===== config.mk =====
export PLATFORM = sky130hd
export DESIGN_NAME = router_pkt_ctrl
export DESIGN_NICKNAME = d
export VERILOG_FILES = /design/src/rtl/router_pkg.sv /design/src/rtl/router_pkt_ctrl.sv
export SDC_FILE = /design/constraint.sdc
export NUM_CORES = 1
export LEC_CHECK = 0
export ABC_AREA = 1
export CAP_MARGIN = 25
export CORE_MARGIN = 2
export CORE_UTILIZATION = 35
export CTS_CLUSTER_DIAMETER = 40
export CTS_CLUSTER_SIZE = 16
export DETAILED_ROUTE_END_ITERATION = 16
export PLACE_DENSITY = 0.68
export SYNTH_ARGS = -nofsm -noshare
export SYNTH_HDL_FRONTEND = slang
export SYNTH_SLANG_ARGS = --single-unit

===== constraint.sdc =====
create_clock -name clock -period 2.9 [get_ports clock]
set_input_delay 0.58 -clock clock [delete_from_list [all_inputs] [get_ports clock]]
set_output_delay 0.58 -clock clock [all_outputs]
set_load 0.05 [all_outputs]

===== src/rtl/router_pkg.sv =====
// rtl/router_pkg.sv - shared constants and state encodings for the router packet controller
package router_pkg;

    localparam int NUM_PORTS = 3;

    localparam logic [1:0] ADDR_0       = 2'b00;
    localparam logic [1:0] ADDR_1       = 2'b01;
    localparam logic [1:0] ADDR_2       = 2'b10;
    localparam logic [1:0] ADDR_ILLEGAL = 2'b11;

    typedef logic [2:0] state_t;

    localparam state_t DECODE_ADDRESS     = 3'd0;
    localparam state_t WAIT_TILL_EMPTY    = 3'd1;
    localparam state_t LOAD_FIRST_DATA    = 3'd2;
    localparam state_t LOAD_DATA          = 3'd3;
    localparam state_t FIFO_FULL_STATE    = 3'd4;
    localparam state_t LOAD_AFTER_FULL    = 3'd5;
    localparam state_t LOAD_PARITY        = 3'd6;
    localparam state_t CHECK_PARITY_ERROR = 3'd7;

    // Only addresses 0..NUM_PORTS-1 name a real FIFO.
    function automatic logic addr_legal(input logic [1:0] addr);
        return addr != ADDR_ILLEGAL;
    endfunction

endpackage


===== src/rtl/router_pkt_ctrl.sv =====
// rtl/router_pkt_ctrl.sv - Moore FSM sequencing header, payload and parity writes into the port FIFOs
module router_pkt_ctrl
    import router_pkg::*;
(
    input  logic       clock,
    input  logic       resetn,
    input  logic       pkt_valid,
    input  logic [1:0] data_in,
    input  logic       fifo_full,
    input  logic       fifo_empty_0,
    input  logic       fifo_empty_1,
    input  logic       fifo_empty_2,
    input  logic       soft_reset_0,
    input  logic       soft_reset_1,
    input  logic       soft_reset_2,
    input  logic       parity_done,
    input  logic       low_pkt_valid,
    output logic       detect_add,
    output logic       lfd_state,
    output logic       ld_state,
    output logic       laf_state,
    output logic       full_state,
    output logic       write_enb_reg,
    output logic       rst_int_reg,
    output logic       busy
);

    state_t     state;
    state_t     state_next;
    logic [1:0] addr;
    logic       hdr_empty;
    logic       addr_empty;
    logic       addr_soft_reset;
    logic       hdr_accept;

    // A header is taken only when a packet is present and it names a real port.
    assign hdr_accept = (state == DECODE_ADDRESS) && pkt_valid && addr_legal(data_in);

    // Empty flag of the port named by the incoming header byte.
    always_comb begin
        hdr_empty = 1'b0;
        case (data_in)
            ADDR_0:  hdr_empty = fifo_empty_0;
            ADDR_1:  hdr_empty = fifo_empty_1;
            ADDR_2:  hdr_empty = fifo_empty_2;
            default: hdr_empty = 1'b0;
        endcase
    end

    // Empty flag and soft reset of the port latched for the packet in flight.
    always_comb begin
        addr_empty      = 1'b0;
        addr_soft_reset = 1'b0;
        case (addr)
            ADDR_0: begin
                addr_empty      = fifo_empty_0;
                addr_soft_reset = soft_reset_0;
            end
            ADDR_1: begin
                addr_empty      = fifo_empty_1;
                addr_soft_reset = soft_reset_1;
            end
            ADDR_2: begin
                addr_empty      = fifo_empty_2;
                addr_soft_reset = soft_reset_2;
            end
            default: begin
                addr_empty      = 1'b0;
                addr_soft_reset = 1'b0;
            end
        endcase
    end

    // Next-state logic; a soft reset of the active port aborts any packet phase.
    always_comb begin
        state_next = DECODE_ADDRESS;
        if (state != DECODE_ADDRESS && addr_soft_reset) begin
            state_next = DECODE_ADDRESS;
        end else begin
            case (state)
                DECODE_ADDRESS: begin
                    if (hdr_accept)
                        state_next = hdr_empty ? LOAD_FIRST_DATA : WAIT_TILL_EMPTY;
                    else
                        state_next = DECODE_ADDRESS;
                end
                WAIT_TILL_EMPTY:
                    state_next = addr_empty ? LOAD_FIRST_DATA : WAIT_TILL_EMPTY;
                LOAD_FIRST_DATA:
                    state_next = LOAD_DATA;
                LOAD_DATA: begin
                    if (fifo_full)
                        state_next = FIFO_FULL_STATE;
                    else if (!pkt_valid)
                        state_next = LOAD_PARITY;
                    else
                        state_next = LOAD_DATA;
                end
                FIFO_FULL_STATE:
                    state_next = fifo_full ? FIFO_FULL_STATE : LOAD_AFTER_FULL;
                LOAD_AFTER_FULL: begin
                    if (parity_done)
                        state_next = DECODE_ADDRESS;
                    else if (low_pkt_valid)
                        state_next = LOAD_PARITY;
                    else
                        state_next = LOAD_DATA;
                end
                LOAD_PARITY:
                    state_next = CHECK_PARITY_ERROR;
                CHECK_PARITY_ERROR:
                    state_next = fifo_full ? FIFO_FULL_STATE : DECODE_ADDRESS;
                default:
                    state_next = DECODE_ADDRESS;
            endcase
        end
    end

    // State register.
    always_ff @(posedge clock) begin
        if (!resetn)
            state <= DECODE_ADDRESS;
        else
            state <= state_next;
    end

    // Address register holds the destination of the packet in flight.
    always_ff @(posedge clock) begin
        if (!resetn)
            addr <= ADDR_0;
        else if (hdr_accept)
            addr <= data_in;
    end

    // Moore output decode.
    always_comb begin
        detect_add    = 1'b0;
        lfd_state     = 1'b0;
        ld_state      = 1'b0;
        laf_state     = 1'b0;
        full_state    = 1'b0;
        write_enb_reg = 1'b0;
        rst_int_reg   = 1'b0;
        busy          = 1'b0;
        case (state)
            DECODE_ADDRESS: detect_add = 1'b1;
            WAIT_TILL_EMPTY: busy = 1'b1;
            LOAD_FIRST_DATA: begin
                lfd_state = 1'b1;
                busy      = 1'b1;
            end
            LOAD_DATA: begin
                ld_state      = 1'b1;
                write_enb_reg = 1'b1;
            end
            FIFO_FULL_STATE: begin
                full_state = 1'b1;
                busy       = 1'b1;
            end
            LOAD_AFTER_FULL: begin
                laf_state     = 1'b1;
                write_enb_reg = 1'b1;
                busy          = 1'b1;
            end
            LOAD_PARITY: begin
                write_enb_reg = 1'b1;
                busy          = 1'b1;
            end
            CHECK_PARITY_ERROR: begin
                rst_int_reg = 1'b1;
                busy        = 1'b1;
            end
            default: detect_add = 1'b0;
        endcase
    end

endmodule


# After elaboration in Yosys (flattened, before gate mapping)

Index checks and enable logic that the tools add are counted.

Input bits: 14
Output and inout port bits: 8
Bits in registers: 5
Logic and storage cells: 46

Equality and inequality tests: 12
Multiplexer cells: 21
Reductions and logical operators: 10
Bitwise logic cells: 1

Operator list:

| kind               | number |
|---|---|
| $pmux 3 s8         | 1 |
| $mux 3             | 5 |
| $eq 3x3->1 const B | 4 |
| $mux 1             | 9 |
| $pmux 1 s3         | 3 |
| $eq 3x2->1 const B | 2 |
| $mux 2             | 3 |
| $reduce_or 6->1    | 1 |
| $eq 2x1->1 const B | 2 |
| $eq 2x2->1 const B | 2 |
| $logic_not 2->1    | 2 |
| $eq 3x1->1 const B | 1 |
| $logic_and 1x1->1  | 3 |
| $logic_not 3->1    | 1 |
| $reduce_bool 3->1  | 1 |
| $reduce_or 3->1    | 1 |
| $ne 2x2->1 const B | 1 |
| $reduce_or 2->1    | 1 |
| $not 1->1          | 1 |

# Depth between registers and ports, before layout

Word-level depth: 5
Gate-level depth with buffers: 9
Depth with buffers taken out: 9

# Worst setup path before layout

Ideal clock, no wire load.

Path type: register to output
Start: register state[1]
End: output port write_enb_reg
Path buffers: 0
Required time: 2.320 ns
Data arrival time: 1.598 ns
Slack: 0.722 ns
Cell stages (with the launch flop): 3
Cells stage by stage: dfxtp_1 nand2_1 o21ai_0

Word-level cells in the longest chain between the ends: 3
Elaborated cells between the ends (all ways): 5
Those cells by class: eq/ne: 3; mux: 1; reduce/logical: 1

RTL lines:

| element                                  | RTL line               | text |
|---|---|---|
| start, declared                          | router_pkt_ctrl.sv:28  | `state_t state;` |
| start signal, assigned                   | router_pkt_ctrl.sv:124 | `state <= state_next;` |
| $eq 3x3->1 or $eq 3x2->1 (tied branches) | router_pkt_ctrl.sv:145 | `case (state)` |
| $reduce_or 3->1 (no source line) *       | --                     |  |
| $mux 1 *                                 | router_pkt_ctrl.sv:145 |  |
| end, declared                            | router_pkt_ctrl.sv:23  | `output logic write_enb_reg,` |

Mark *: on every way between the ends. The rest lies on a longest branch, timed or not.

# Final worst setup path

Start: register state[2]
End: output port write_enb_reg

The elaborated chain is that of the path after synthesis.

==> results.txt <==
First-pass DRT Iterations: 5
post-synth top area share: 20.9%
Root Driver: clkbuf_4
Gate Count Post-Synth: 84
die width: 41.0 um
CP max-delay cell: clkdlybuf4s50_1
Hold Slack: 0.550 ns
Cell Area, Placed: 696 sq um
Final Cycle Share: 88.4%
maxcap violations: 0
Worst Skew: 0.00780 ns
slew of the pin with the lowest slew margin: 0.498 ns
power per cell area: 357 mW/mm^2
H-tree Lvls: 1
crit-path cells: nand3_1 > inv_2 > nor2_1 > o21ai_0 > clkdlybuf4s50_1
hpwl dp: 1.02 mm
cts repair resizes: 0
synthesis-stage register bit count: 5
Core ar.: 0.00128 sq mm
routed vias: 589
Netlist cell types: 19
unrepaired setup endpoints after global routing: false
# port buffers: 21
Slew Viols, Final: 0
total gr overflow: 0
post-layout total power: 0.000258 W
die area: 0.00168 sq mm
Cell Area, Synth: 478 sq um
CTS tree: yes
postcts setup bufs: 0
Max clock buf depth: 2
# nets final: 123
routed wire length: 1.19 mm
Worst Setup Start Kind: flop
# DRC: 0
final instance area: 722 sq um
post-synth top area cell: dfxtp_1
global-route wire length before repair: 1.88 mm
Lkg Pwr: 0.350 nW
min Tclk post-route: 2.56 ns
area grow syn2layout: 51.0%
CP required: 2.32 ns
Post-CTS Hold Buffers: 0
IO Count: 22
R2R Setup Slk: 1.73 ns
worst vdd ir: 0.200 mV
FILL cells: 128
slew margin rel.: 66.7%
initial antenna violation count: 0
CTS buffer count: 3
cell family with most CP delay: buffers and inverters
yosys synthesis warning count: 0
Syn Area/Cell: 5.69 sq um
All-Layer GR Usage: 17.0%
commonest non-fill, non-tap cells in the layout: nand2_1, clkdlybuf4s50_1, nand3_1, inv_1, nor2_1
clock sinks: 5
row count: 13
Die H: 41.0 um
DR WL/cell: 9.64 um
Setup Crit Path Kind: reg2out
sequential area share after synthesis: 20.9%
Starting Density: 37.2%
number of global-route vias before repair: 516
Hold Crit Class: reg2reg
top cells by area, synth: dfxtp_1, nand2_1, nand3_1
clk_lat worst skew: 0.25 ns
First DRT Iteration DRCs: 9
Mapped Nets: 98
Achievable Freq: 0.390 GHz
maximum number of pins on one net before global-route repair: 9
Setup-failing EPs final: 0
vias per cell: 4.79
Worst Setup End Kind: output pin
clock slew at reported path FFs: 0.05 ns
slowest cell delay on critical path: 0.82 ns
worst-path maximum fanout: 8
setup TNS: 0 ns
ratio of cells with drive above 1 in the final layout: 11.1%
Antenna Cells: 0
GP Congestion: 0.814
Buf/Inv on CP: 2
antenna-violating nets left: 0
Critical Path AT: 1.98 ns
outcome: finished, final reports clean
Fin. Hold Viols: 0
-- layout make-up --
type / instances / area [sq um] / share of cell area, %
inverters: 15 / 63.8 / 8.84
clock buffers: 4 / 26.3 / 3.64
repair buffers: 21 / 210 / 29.1
well taps: 15 / 18.8 / 2.60
multi-input cells: 63 / 303 / 41.9
flip-flops and latches: 5 / 100 / 13.9
-- layer usage --
layer  share of wire, %  wire length [um]  up-vias  global-route usage, %
li1                   -                 -      315                      -
met3                4.2                50        2                   3.80
met5                  0                 0        -                      0
met2                 51               603       18                   30.9
met1                 44               518      254                   17.7
met4                1.2                14        0                   9.17
-- through the flow --
step / setup slack [ns] / instances / utilization, %
3_5_place_dp: 0.608 / 119 / 54.1
4_1_cts: 0.340 / 123 / 56.2
2_1_floorplan: 0.722 / 84 / -
3_3_place_gp: 0.648 / 119 / 54.1
6_report: 0.337 / 123 / 56.2
5_1_grt: 0.238 / 123 / 56.2
-- cells in the mapped netlist --
cell	instances
nand2_1	21
or2_0	1
nand4_1	1
nor3_4	1
nand4_2	1
nand3_1	13
o21ai_0	4
dfxtp_1	5
inv_4	1
nand2_2	2
buf_6	1
inv_6	1
nor2_2	2
inv_1	12
a21oi_1	3
nor3_1	1
o21a_1	1
inv_2	1
nor2_1	12
-- worst reg2reg max path: cells and delay by family, from the launching register on --
family	cells	cell delay, ns
AND/OR/NAND/NOR	7	0.46
flip-flops	1	0.54
buffers and inverters	1	0.10
-- path summary, 6_finish.rpt --
kind / startpoint / cells after the start / endpoint
worst max-delay path: state[2]$_SDFF_PP0_ / 5 / write_enb_reg
worst min-delay path: addr[1]$_SDFFE_PN0N_ / 2 / addr[1]$_SDFFE_PN0N_
worst max register to register: state[2]$_SDFF_PP0_ / 8 / state[1]$_SDFF_PP0_
worst min register to register: addr[1]$_SDFFE_PN0N_ / 2 / addr[1]$_SDFFE_PN0N_
-- cell families (layout without fill, tap and decap cells) --
family / after synthesis / count (layout) / synth area share [%]
AND/OR/NAND/NOR: 55 / 55 / 54.5
buffers and inverters: 16 / 40 / 15.7
AO/OA/AOI/OAI: 8 / 8 / 8.90
flip-flops: 5 / 5 / 20.9
-- registers in the layout, indices dropped and copies added (netlist names) --
| signal | flops |
|---|---|
| state | 3 |
| addr | 2 |
-- where the power goes --
group          switching, W  internal (W)
Clock             0.0000310     0.0000522
Sequential       0.00000559     0.0000737
Combinational     0.0000555     0.0000399
No activity file was read; power rests on OpenSTA's default activity.
